## config.mk

```make
export PLATFORM = sky130hd
export DESIGN_NAME = regs_wr_arbiter_flat
export DESIGN_NICKNAME = d
export VERILOG_FILES = /design/src/rtl/regs_wr_arbiter_if.sv /design/src/rtl/regs_wr_arbiter.sv /design/src/flat_wrapper.sv
export SDC_FILE = /design/constraint.sdc
export NUM_CORES = 1
export LEC_CHECK = 0
export BUFFER_PORTS_ARGS = -buffer_cell sky130_fd_sc_hd__buf_2
export CAP_MARGIN = 20
export CORE_ASPECT_RATIO = 1.75
export CORE_MARGIN = 1.5
export CORE_UTILIZATION = 38
export CTS_CLUSTER_SIZE = 28
export DETAILED_ROUTE_END_ITERATION = 16
export GPL_ROUTABILITY_DRIVEN = 0
export PLACE_DENSITY = 0.75
export SYNTH_ARGS = -nofsm -noshare
export SYNTH_HDL_FRONTEND = slang
export SYNTH_SLANG_ARGS = --single-unit
```

## constraint.sdc

```tcl
create_clock -name i_clk -period 1.45 [get_ports i_clk]
set_clock_uncertainty 0.05 [all_clocks]
set_input_delay 0.0725 -clock i_clk [delete_from_list [all_inputs] [get_ports i_clk]]
set_output_delay 0.0725 -clock i_clk [all_outputs]
set_load 0.02 [all_outputs]
```

## src/rtl/regs_wr_arbiter_if.sv

```systemverilog
// regs_wr_arbiter_if: requester handshakes plus register-file write port for regs_wr_arbiter.
// Forwarding signals exist only when REGS_WR_ARBITER_BYPASS_EN is defined.
interface regs_wr_arbiter_if #(parameter int DATA_WIDTH = 32, parameter int INDEX_WIDTH = 5);
  logic                   i_a_valid;
  logic [INDEX_WIDTH-1:0] i_a_index;
  logic [DATA_WIDTH-1:0]  i_a_data;
  logic                   o_a_ready;
  logic                   i_b_valid;
  logic [INDEX_WIDTH-1:0] i_b_index;
  logic [DATA_WIDTH-1:0]  i_b_data;
  logic                   o_b_ready;
  logic [INDEX_WIDTH-1:0] o_wr_index;
  logic [DATA_WIDTH-1:0]  o_wr_data;
  logic                   o_wr_enable;
  logic                   o_conflict;
`ifdef REGS_WR_ARBITER_BYPASS_EN
  logic [INDEX_WIDTH-1:0] i_rd_index1;
  logic [INDEX_WIDTH-1:0] i_rd_index2;
  logic                   o_byp_hit1;
  logic                   o_byp_hit2;
  logic [DATA_WIDTH-1:0]  o_byp_data1;
  logic [DATA_WIDTH-1:0]  o_byp_data2;
  modport slave (
    input  i_a_valid, i_a_index, i_a_data, i_b_valid, i_b_index, i_b_data, i_rd_index1, i_rd_index2,
    output o_a_ready, o_b_ready, o_wr_index, o_wr_data, o_wr_enable, o_conflict,
           o_byp_hit1, o_byp_hit2, o_byp_data1, o_byp_data2
  );
  modport master (
    output i_a_valid, i_a_index, i_a_data, i_b_valid, i_b_index, i_b_data, i_rd_index1, i_rd_index2,
    input  o_a_ready, o_b_ready, o_wr_index, o_wr_data, o_wr_enable, o_conflict,
           o_byp_hit1, o_byp_hit2, o_byp_data1, o_byp_data2
  );
`else
  modport slave (
    input  i_a_valid, i_a_index, i_a_data, i_b_valid, i_b_index, i_b_data,
    output o_a_ready, o_b_ready, o_wr_index, o_wr_data, o_wr_enable, o_conflict
  );
  modport master (
    output i_a_valid, i_a_index, i_a_data, i_b_valid, i_b_index, i_b_data,
    input  o_a_ready, o_b_ready, o_wr_index, o_wr_data, o_wr_enable, o_conflict
  );
`endif
endinterface

```

## src/rtl/regs_wr_arbiter.sv

```systemverilog
// regs_wr_arbiter: round-robin share of the register-file write port between requesters A and B.
// Define REGS_WR_ARBITER_BYPASS_EN to add forwarding of the uncommitted write to two read indices.
module regs_wr_arbiter #(
  parameter int DATA_WIDTH  = 32,
  parameter int INDEX_WIDTH = 5
) (
  input logic            i_clk,
  input logic            i_rst,
  regs_wr_arbiter_if.slave bus
);
  logic                   r_rr;
  logic                   r_wr_enable;
  logic                   r_conflict;
  logic [INDEX_WIDTH-1:0] r_wr_index;
  logic [DATA_WIDTH-1:0]  r_wr_data;
  logic                   w_both;
  logic                   w_a_ready;
  logic                   w_b_ready;
  logic                   w_xfer;
  logic [INDEX_WIDTH-1:0] w_index;
  logic [DATA_WIDTH-1:0]  w_data;
  // r_rr=0 means A wins the next conflict; readies are forced low while in reset
  always_comb begin
    w_both    = bus.i_a_valid & bus.i_b_valid;
    w_a_ready = i_rst & bus.i_a_valid & (~bus.i_b_valid | ~r_rr);
    w_b_ready = i_rst & bus.i_b_valid & (~bus.i_a_valid | r_rr);
    w_xfer    = w_a_ready | w_b_ready;
    w_index   = w_a_ready ? bus.i_a_index : bus.i_b_index;
    w_data    = w_a_ready ? bus.i_a_data : bus.i_b_data;
  end
  always_ff @(posedge i_clk or negedge i_rst) begin
    if (!i_rst) begin
      r_rr        <= 1'b0;
      r_wr_enable <= 1'b0;
      r_conflict  <= 1'b0;
      r_wr_index  <= '0;
      r_wr_data   <= '0;
    end else begin
      r_wr_enable <= w_xfer && (w_index != '0);
      r_conflict  <= w_both;
      if (w_both) r_rr <= ~r_rr;
      if (w_xfer) begin
        r_wr_index <= w_index;
        r_wr_data  <= w_data;
      end
    end
  end
  assign bus.o_a_ready   = w_a_ready;
  assign bus.o_b_ready   = w_b_ready;
  assign bus.o_wr_index  = r_wr_index;
  assign bus.o_wr_data   = r_wr_data;
  assign bus.o_wr_enable = r_wr_enable;
  assign bus.o_conflict  = r_conflict;
`ifdef REGS_WR_ARBITER_BYPASS_EN
  // enable is never set for index 0, so x0 cannot hit
  logic w_hit1, w_hit2;
  assign w_hit1          = r_wr_enable && (r_wr_index == bus.i_rd_index1);
  assign w_hit2          = r_wr_enable && (r_wr_index == bus.i_rd_index2);
  assign bus.o_byp_hit1  = w_hit1;
  assign bus.o_byp_hit2  = w_hit2;
  assign bus.o_byp_data1 = w_hit1 ? r_wr_data : '0;
  assign bus.o_byp_data2 = w_hit2 ? r_wr_data : '0;
`endif
endmodule

```

## src/flat_wrapper.sv

```systemverilog
// flat-port wrapper written by rule: the top's interface ports become plain ports
module regs_wr_arbiter_flat 
#(
  parameter int DATA_WIDTH  = 32,
  parameter int INDEX_WIDTH = 5
)
  (i_clk, i_rst, bus_i_a_valid, bus_i_a_index, bus_i_a_data, bus_i_b_valid, bus_i_b_index, bus_i_b_data, bus_o_a_ready, bus_o_b_ready, bus_o_wr_index, bus_o_wr_data, bus_o_wr_enable, bus_o_conflict);
  regs_wr_arbiter_if #(.DATA_WIDTH(DATA_WIDTH), .INDEX_WIDTH(INDEX_WIDTH)) bus_i ();
  input logic i_clk;
  input logic i_rst;
  input wire logic [$bits(bus_i.i_a_valid)-1:0] bus_i_a_valid;
  input wire logic [$bits(bus_i.i_a_index)-1:0] bus_i_a_index;
  input wire logic [$bits(bus_i.i_a_data)-1:0] bus_i_a_data;
  input wire logic [$bits(bus_i.i_b_valid)-1:0] bus_i_b_valid;
  input wire logic [$bits(bus_i.i_b_index)-1:0] bus_i_b_index;
  input wire logic [$bits(bus_i.i_b_data)-1:0] bus_i_b_data;
  output wire logic [$bits(bus_i.o_a_ready)-1:0] bus_o_a_ready;
  output wire logic [$bits(bus_i.o_b_ready)-1:0] bus_o_b_ready;
  output wire logic [$bits(bus_i.o_wr_index)-1:0] bus_o_wr_index;
  output wire logic [$bits(bus_i.o_wr_data)-1:0] bus_o_wr_data;
  output wire logic [$bits(bus_i.o_wr_enable)-1:0] bus_o_wr_enable;
  output wire logic [$bits(bus_i.o_conflict)-1:0] bus_o_conflict;
  assign bus_i.i_a_valid = bus_i_a_valid;
  assign bus_i.i_a_index = bus_i_a_index;
  assign bus_i.i_a_data = bus_i_a_data;
  assign bus_i.i_b_valid = bus_i_b_valid;
  assign bus_i.i_b_index = bus_i_b_index;
  assign bus_i.i_b_data = bus_i_b_data;
  assign bus_o_a_ready = bus_i.o_a_ready;
  assign bus_o_b_ready = bus_i.o_b_ready;
  assign bus_o_wr_index = bus_i.o_wr_index;
  assign bus_o_wr_data = bus_i.o_wr_data;
  assign bus_o_wr_enable = bus_i.o_wr_enable;
  assign bus_o_conflict = bus_i.o_conflict;
  regs_wr_arbiter #(.DATA_WIDTH(DATA_WIDTH), .INDEX_WIDTH(INDEX_WIDTH)) u_core (.i_clk(i_clk), .i_rst(i_rst), .bus(bus_i));
endmodule
```

# Word-level counts from Yosys, hierarchy flattened
# Cells that the tools add are included.
# W data, S select, Z words.
# totals
ff_bits,40
ram_bits,0
rom_bits,0
out_inout_bits,41
latch_bits,0
memories,0
# classes
n_mux,2
add_sub_neg,0
order_cmp,0
n_shift,0
eq_ne,0
n_reduce_logical,2
div_mod_pow,0
n_bitwise,11
n_mul,0
# ops
cell,count
$mux W32,1
$and A1 B1 Y1,5
$mux W5,1
$reduce_bool A5 Y1,1
$not A1 Y1,3
$or A1 B1 Y1,3
$logic_and A1 B1 Y1,1

# Depth between registers and ports, before layout
# Gate-level depths: netlist (run 1).
# depth
ltp_word,6
depth_mapped,6

# Least setup slack after synthesis (run 1)
# No wires, ideal clock.
# synth_path
kind,reg-to-reg
startpoint,register u_core.r_rr
endpoint,"register u_core.r_wr_enable, in the netlist u_core.bus.o_wr_enable"
path_stages_with_launch,6
required_ns,1.322
setup_ns,0.078
period_less_slack_ns,1.449
path_slack_ns,0.001
t_arrival_ns,1.321
path_cell_list,dfrtp_1 and2_1 buf_4 buf_2 nor2_1 o2bb2ai_1
# synth_via
elab_chain_cells,6
# synth_rtl
item,line,rtl
"start, declared",regs_wr_arbiter.sv:11,logic r_rr;
"start signal, assigned",regs_wr_arbiter.sv:41,if (w_both) r_rr <= ~r_rr;
$not A1 Y1 (*),regs_wr_arbiter.sv:25,w_a_ready = i_rst & bus.i_a_valid & (~bus.i_b_valid | ~r_rr);
$or A1 B1 Y1 (*),regs_wr_arbiter.sv:25,
$and A1 B1 Y1 (*),regs_wr_arbiter.sv:25,
net bus_o_a_ready,flat_wrapper.sv:17,output wire logic [$bits(bus_i.o_a_ready)-1:0] bus_o_a_ready;
$mux W5,regs_wr_arbiter.sv:28,w_index = w_a_ready ? bus.i_a_index : bus.i_b_index;
$reduce_bool A5 Y1,regs_wr_arbiter.sv:39,r_wr_enable <= w_xfer && (w_index != '0);
$logic_and A1 B1 Y1 (*),regs_wr_arbiter.sv:39,
"end signal, assigned",regs_wr_arbiter.sv:39,
"end, declared",regs_wr_arbiter.sv:12,logic r_wr_enable;
# The timed path passes the listed nets; every way through them passes the cells marked *.
# A chain may end at the register's enable or synchronous reset.

# Final worst setup path (run 1)
# layout_path
startpoint,register u_core.r_rr
endpoint,output port bus_o_b_ready
# layout_via
elab_chain_cells,2
# layout_rtl
item,line,rtl
$or A1 B1 Y1,regs_wr_arbiter.sv:26,w_b_ready = i_rst & bus.i_b_valid & (~bus.i_a_valid | r_rr);
$and A1 B1 Y1,regs_wr_arbiter.sv:26,
"end, declared",flat_wrapper.sv:18,output wire logic [$bits(bus_i.o_b_ready)-1:0] bus_o_b_ready;
# No other way between the ends.

==> results of run 1 <==
==> cell type report <==
class | instances | area, um2 | share of cell area, %
clock buffers | 8 | 90.1 | 2.99
inverters | 3 | 11.3 | 0.374
multi-input cells | 97 | 772 | 25.6
flip-flops and latches | 40 | 1000 | 33.3
well taps | 52 | 65.1 | 2.16
repair buffers | 164 | 1070 | 35.6
==> logic make-up (layout without fill, tap and decap cells) <==
group | Yosys count | count (layout) | share of synthesized area, %
AOI/OAI and AO/OA | 82 | 82 | 36.4
buffers and inverters | 20 | 175 | 7.16
and+or+nand+nor | 14 | 14 | 3.42
xor gates and xnor gates | 1 | 1 | 0.460
DFF | 40 | 40 | 52.6
==> critical path, cell delays in order, from the launching register on <==
cell	delay, ns
dfrtp_1	0.40
and2_4	0.17
o21ai_4	0.16
buf_12	0.12
inv_2	0.02
buf_2	0.14
==> where the power goes <==
| part | internal [W] | switching, W |
|---|---|---|
| clock network | 0.000388 | 0.000370 |
| registers | 0.00133 | 0.000113 |
| logic | 0.000633 | 0.000756 |
| total | 0.00235 | 0.00124 |
==> per-layer routing <==
metal	vias up	GRT usage, %	part of all wire [%]
met4	0	11.7	3.4
met3	16	3.34	4.2
li1	932	-	-
met1	991	23.3	35
met2	78	42.9	57
met5	-	0	0
==> cells in the final DEF (no fill, tap or decap), types with 5 or more instances in the layout <==
cell,netlist,final
a31oi_1,5,5
buf_2,7,117
buf_4,3,11
clkbuf_8,0,6
dfrtp_1,40,40
dlygate4sd3_1,0,33
nor2_1,8,7
o2111ai_1,5,5
o21a_1,33,33
o21ai_1,5,5
o32a_1,32,32
==> flip-flops by register name (all words and copies together) (netlist names) <==
register and count:
u_core.bus.o_wr_data 32, u_core.r_rr 1, u_core.bus.o_conflict 1, u_core.bus.o_wr_enable 1, u_core.bus.o_wr_index 5
==> timing repair <==
item                       4_1_cts  5_1_grt
gates resized for setup          3        1
cloned                           1        0
setup endpoints to repair        2        2
hold buffers                    33        0
hold endpoints to repair        72        0
pin swaps                        2        1
setup buffers                    2        0
==> how the worst min path moves through the flow <==
stage | depth (start not counted) | end | start
3_3_place_gp | 1 | u_core.r_rr | i_rst
6_report | 3 | u_core.bus.o_wr_enable | bus_i_b_index[3]
2_1_floorplan | 0 | u_core.bus.o_conflict | i_rst
5_1_grt | 3 | u_core.bus.o_wr_enable | bus_i_b_index[3]
3_5_place_dp | 1 | u_core.r_rr | i_rst
4_1_cts | 3 | u_core.bus.o_wr_index[0] | bus_i_b_index[0]
==> per-stage QoR <==
| step | util (%) | hold slack, ns | instance area, um2 | total power [W] |
|---|---|---|---|---|
| 4_1_cts | 63.3 | 0.0160 | 3010 | 0.00360 |
| 2_1_floorplan | - | -0.273 | 1900 | 0.00225 |
| 6_report | 63.4 | 0.0148 | 3010 | 0.00359 |
| 3_3_place_gp | 53.4 | -0.136 | 2530 | 0.00270 |
| 3_5_place_dp | 53.4 | -0.136 | 2530 | 0.00272 |
| 5_1_grt | 63.4 | 0.0176 | 3010 | 0.00376 |
==> results.md, run 1 <==
- Maximum vdd ir drop: 0.887 mV
- Synth cell count leaders: dfrtp_1 (40), o21a_1 (33), o32a_1 (32)
- Post-Syn Area: 1900 um2
- RR Endpoint: u_core.bus.o_wr_data[16]
- Post-synth ARST share: 100%
- Post-Synthesis Cells: 157
- Required @ worst endpoint: 1.33 ns
- CTS Buf Count: 5
- Mapped Avg Cell Area: 12.1 um2
- Initial Util: 40.1%
- Placed Cells: 320
- Root Driver: clkbuf_8
- Post-route minimum period: 1.42 ns
- Antenna fix cells: 0
- Top_reg_cell synth: dfrtp_1
- Max_cap viols: 0
- Clk sink count: 40
- Reg2reg setup slack: 0.07 ns
- Gr usage total: 22.9%
- Synth top area share: 52.6%
- Clk_lat worst skew: 0.28 ns
- PnR worst setup slack: 0.0295 ns
- Syn. warnings: 0
- ANT nets after route: 0
- Worst Setup Path Type: flop to output port
- Largest net degree at the start of global routing: 40
- Syn nets: 235
- Core area: 4750 um2
- Max-slew violations: 0
- Detailed Route WL: 6210 um
- WL/cell: 17.1 um
- Clock Path Buffers: 2
- Hold Vio Cnt, Final: 0
- Cell taking the most area after synthesis: dfrtp_1
- HP Class: input port to flop
- Pre-CTS worst setup slack: 0.0990 ns
- Reg2reg start: u_core.r_rr
- Count of cell types in the netlist: 22
- Most common cell in the netlist: dfrtp_1
- Die H: 96.7 um
- Leakage power: 1.37 nW
- Period utilization: 98.0%
- Setup crit start kind: flop
- Worst-Margin Slew: 0.519 ns
- TritonCTS clock tree: done
- Placed wire-length estimate: 3840 um
- Worst Setup EP: bus_o_b_ready
- #FFs+latches synth: 40
- Clk pin slew, worst setup/hold paths: 0.08 ns
- Num ports: 119
- Outcome: finished clean
- Worst Setup SP: u_core.r_rr
- Slew headroom: 65.4%
- EDFF count, synth: 0
- Via density: 5.54
- Setup-failing EPs final: 0
- Initial antenna violation count: 0
- # H-tree levels: 2
- RSZ-0062 raised after global routing: true
- Finished Layout Cells: 364
- DR pass1 iterations: 4
- Number of global-route vias before repair: 2063
- Pwr per Cell Area: 1190 nW/um2
- P&R area growth vs syn: 58.1%
- DRT iter0 DRCs: 80
- First-pass GRT wire length: 9670 um
- Seq/Total Area, Yosys: 52.6%
- PortBufs: 118
- Max Fclk: 704 MHz
- Critical path arrival: 1.30 ns
- Final nets: 389
- Share of cells above drive strength 1: 45.5%
- Die width: 56.5 um
- Fin Setup TNS: 0 ns
- Num rows: 33
- Vias: 2017
- Reg2reg path depth: 5
- Setup crit end kind: output port
- Largest cells by area after synthesis: dfrtp_1 (53%), o32a_1 (17%), o21a_1 (13%)
- Total gr overflow: 0
- CP max FO: 3
- Die area: 5460 um2
- # fillers: 386
- Residual DRC: 0
(Power assumes the default switching activity.)
==> run 2: changes to the inputs <==
Settings changed: ABC_AREA set to 1, CORE_UTILIZATION 38 to 37.
==> run 2 against run 1 <==
Effect of this change:
- flip-flop and latch count unchanged
- die area decreased by 2.7%
- clock power decreased by 1%
- via count increased by 1.4%
- hold slack got worse by 0.0081 ns
- sequential power about the same
==> results.md, run 2 <==
- Outcome: finished clean
- Post-route minimum period: 1.39 ns
- Synth cell count leaders: dfrtp_1 (40), nor2_1 (34), nor3_1 (32), o22ai_1 (32), nand2_1 (18)
- RR Endpoint: u_core.bus.o_wr_data[14]
- Worst Setup Path Type: flop to output port
- Core area: 4670 um2
- Leakage power: 1.39 nW
- CP max FO: 18
- Commonest cells after routing, fill and taps aside: buf_2 (117), dfrtp_1 (40), nor2_1 (34)
- Seq. cell area: 1000 um2
- Slew headroom: 65.9%
- EDFF count, synth: 0
- Most common cell in the netlist: dfrtp_1
- PortBufs: 118
- Largest register FFs: 32
- Worst-Margin Slew: 0.511 ns
- Clk_lat worst skew: 0.28 ns
- Setup crit end kind: output port
- Mapped Avg Cell Area: 9.10 um2
- # fillers: 408
- Period utilization: 95.7%
- CTS Buf Count: 5
- Reg2reg start: u_core.r_rr
- Initial antenna violation count: 0
- DR pass1 iterations: 4
- Die area: 5310 um2
- Num ports: 119
- #FFs+latches synth: 40
- Share of cells above drive strength 1: 40.5%
- Top_reg_cell synth: dfrtp_1
- Worst Setup SP: u_core.r_rr
- Placed wire-length estimate: 3930 um
- Required @ worst endpoint: 1.33 ns
- Syn. warnings: 0
- Num rows: 33
- Antenna fix cells: 0
- Residual DRC: 0
- Critical path arrival: 1.27 ns
- Via density: 5.07
- Clk pin slew, worst setup/hold paths: 0.07 ns
- Post-synth ARST share: 100%
- Pre-CTS worst setup slack: 0.0962 ns
- Count of cell types in the netlist: 18
- Fin Setup TNS: 0 ns
- Number of global-route vias before repair: 2024
- Die H: 95.3 um
- HP Class: input port to flop
- Largest cells by area after synthesis: dfrtp_1 (56%), o22ai_1 (11%), nor3_1 (8.9%)
- Worst Setup EP: bus_o_a_ready
- WL/cell: 14.5 um
- Clock Path Buffers: 2
- Max-slew violations: 0
- Setup crit start kind: flop
- Syn nets: 276
- Seq/Total Area, Yosys: 55.6%
- Footprint of the multi-input gates: 658 um2
- Die width: 55.8 um
- Synth top area share: 55.6%
- Cell taking the most area after synthesis: dfrtp_1
- Post-Synthesis Cells: 198
- Commonest non-fill, non-tap cell in the layout: buf_2
- Reg2reg setup slack: 0.12 ns
- Setup-failing EPs final: 0
- Largest net degree at the start of global routing: 40
- Gr usage total: 21.7%
- Total gr overflow: 0
- Detailed Route WL: 5840 um
- Reg2reg path depth: 6
- Fin util: 61.1%
- Initial Util: 38.6%
- Clk sink count: 40
- DRT iter0 DRCs: 38
- Post-Syn Area: 1800 um2
- PnR worst setup slack: 0.0619 ns
- # H-tree levels: 2
- Power, Total: 0.00347 W
- First-pass GRT wire length: 9030 um
- Maximum vdd ir drop: 0.861 mV
- Hold Vio Cnt, Final: 0
- Max Fclk: 720 MHz
- TritonCTS clock tree: done
- Pwr per Cell Area: 1220 nW/um2
- Root Driver: clkbuf_8
- Vias: 2045
- Max_cap viols: 0
- ANT nets after route: 0
- Final nets: 428
- RSZ-0062 raised after global routing: false
- P&R area growth vs syn: 58.2%
-- run 2: cell count changes after synthesis, sizes merged, moves of 9 or more --
cell / change
o22ai: +32
inv: +9
o21a: -33
nor3: +31
nor2: +26
o32a: -32
nand2: +18
-- run 2: cells by family (layout without fill, tap and decap cells) --
kind of cell,count (synthesis),in the layout,share of synthesized area (%)
simple gates,90,90,21.9
compound gates,40,40,14.0
flops,40,40,55.6
buf+inv,27,180,8.06
xor+xnor,1,1,0.486
-- run 2: timing repair --
| action | 4_1_cts | 5_1_grt |
|---|---|---|
| hold endpoints to repair | 70 | 0 |
| cloned | 0 | 0 |
| pin swaps | 1 | 0 |
| buffers inserted | 1 | 0 |
| setup endpoints to repair | 1 | 4 |
| resized for setup | 2 | 2 |
| hold buffers | 31 | 0 |
-- run 2: cell type report --
class / instances / share of cell area, %
sequential: 40 / 35.1
timing repair buffer: 159 / 34.6
multi-input combinational: 131 / 23.1
clock buffer: 8 / 3.16
tap: 52 / 2.28
inverter: 13 / 1.76
-- run 2: through the flow --
step	hold slack, ns	instances	instance area, um2
4_1_cts	0.0000825	403	2840
5_1_grt	0.0114	403	2850
3_3_place_gp	-0.165	363	2430
6_report	0.00675	403	2850
3_5_place_dp	-0.162	363	2430
2_1_floorplan	-0.273	198	1800
-- run 2: metal layers --
layer,vias to the layer above,GRT usage [%],wire length (um)
li1,987,-,-
met1,962,24.5,2240
met2,84,40.3,3210
met3,12,3.53,282
met4,0,8.94,105
met5,-,0,0
-- run 2: worst min path at each step --
stage	from	end	cells past startpoint
2_1_floorplan	i_rst	u_core.bus.o_conflict	0
3_3_place_gp	i_rst	u_core.r_rr	1
3_5_place_dp	i_rst	u_core.r_rr	1
4_1_cts	bus_i_a_data[28]	u_core.bus.o_wr_data[28]	3
5_1_grt	bus_i_a_data[5]	u_core.bus.o_wr_data[5]	3
6_report	bus_i_a_data[20]	u_core.bus.o_wr_data[20]	3
-- run 2: critical path: stages, from the launching register on --
cell,delay (ns)
dfrtp_1,0.39
nand2_2,0.12
nand2_4,0.06
inv_2,0.06
buf_6,0.18
buf_4,0.17
-- run 2: power by group --
part / internal (W) / switching, W / total (W) / leakage (nW)
registers: 0.00135 / 0.000126 / 0.00147 / 0.436
logic: 0.000496 / 0.000751 / 0.00125 / 0.910
clock network: 0.000388 / 0.000362 / 0.000750 / 0.0455
total: 0.00223 / 0.00124 / 0.00347 / 1.39
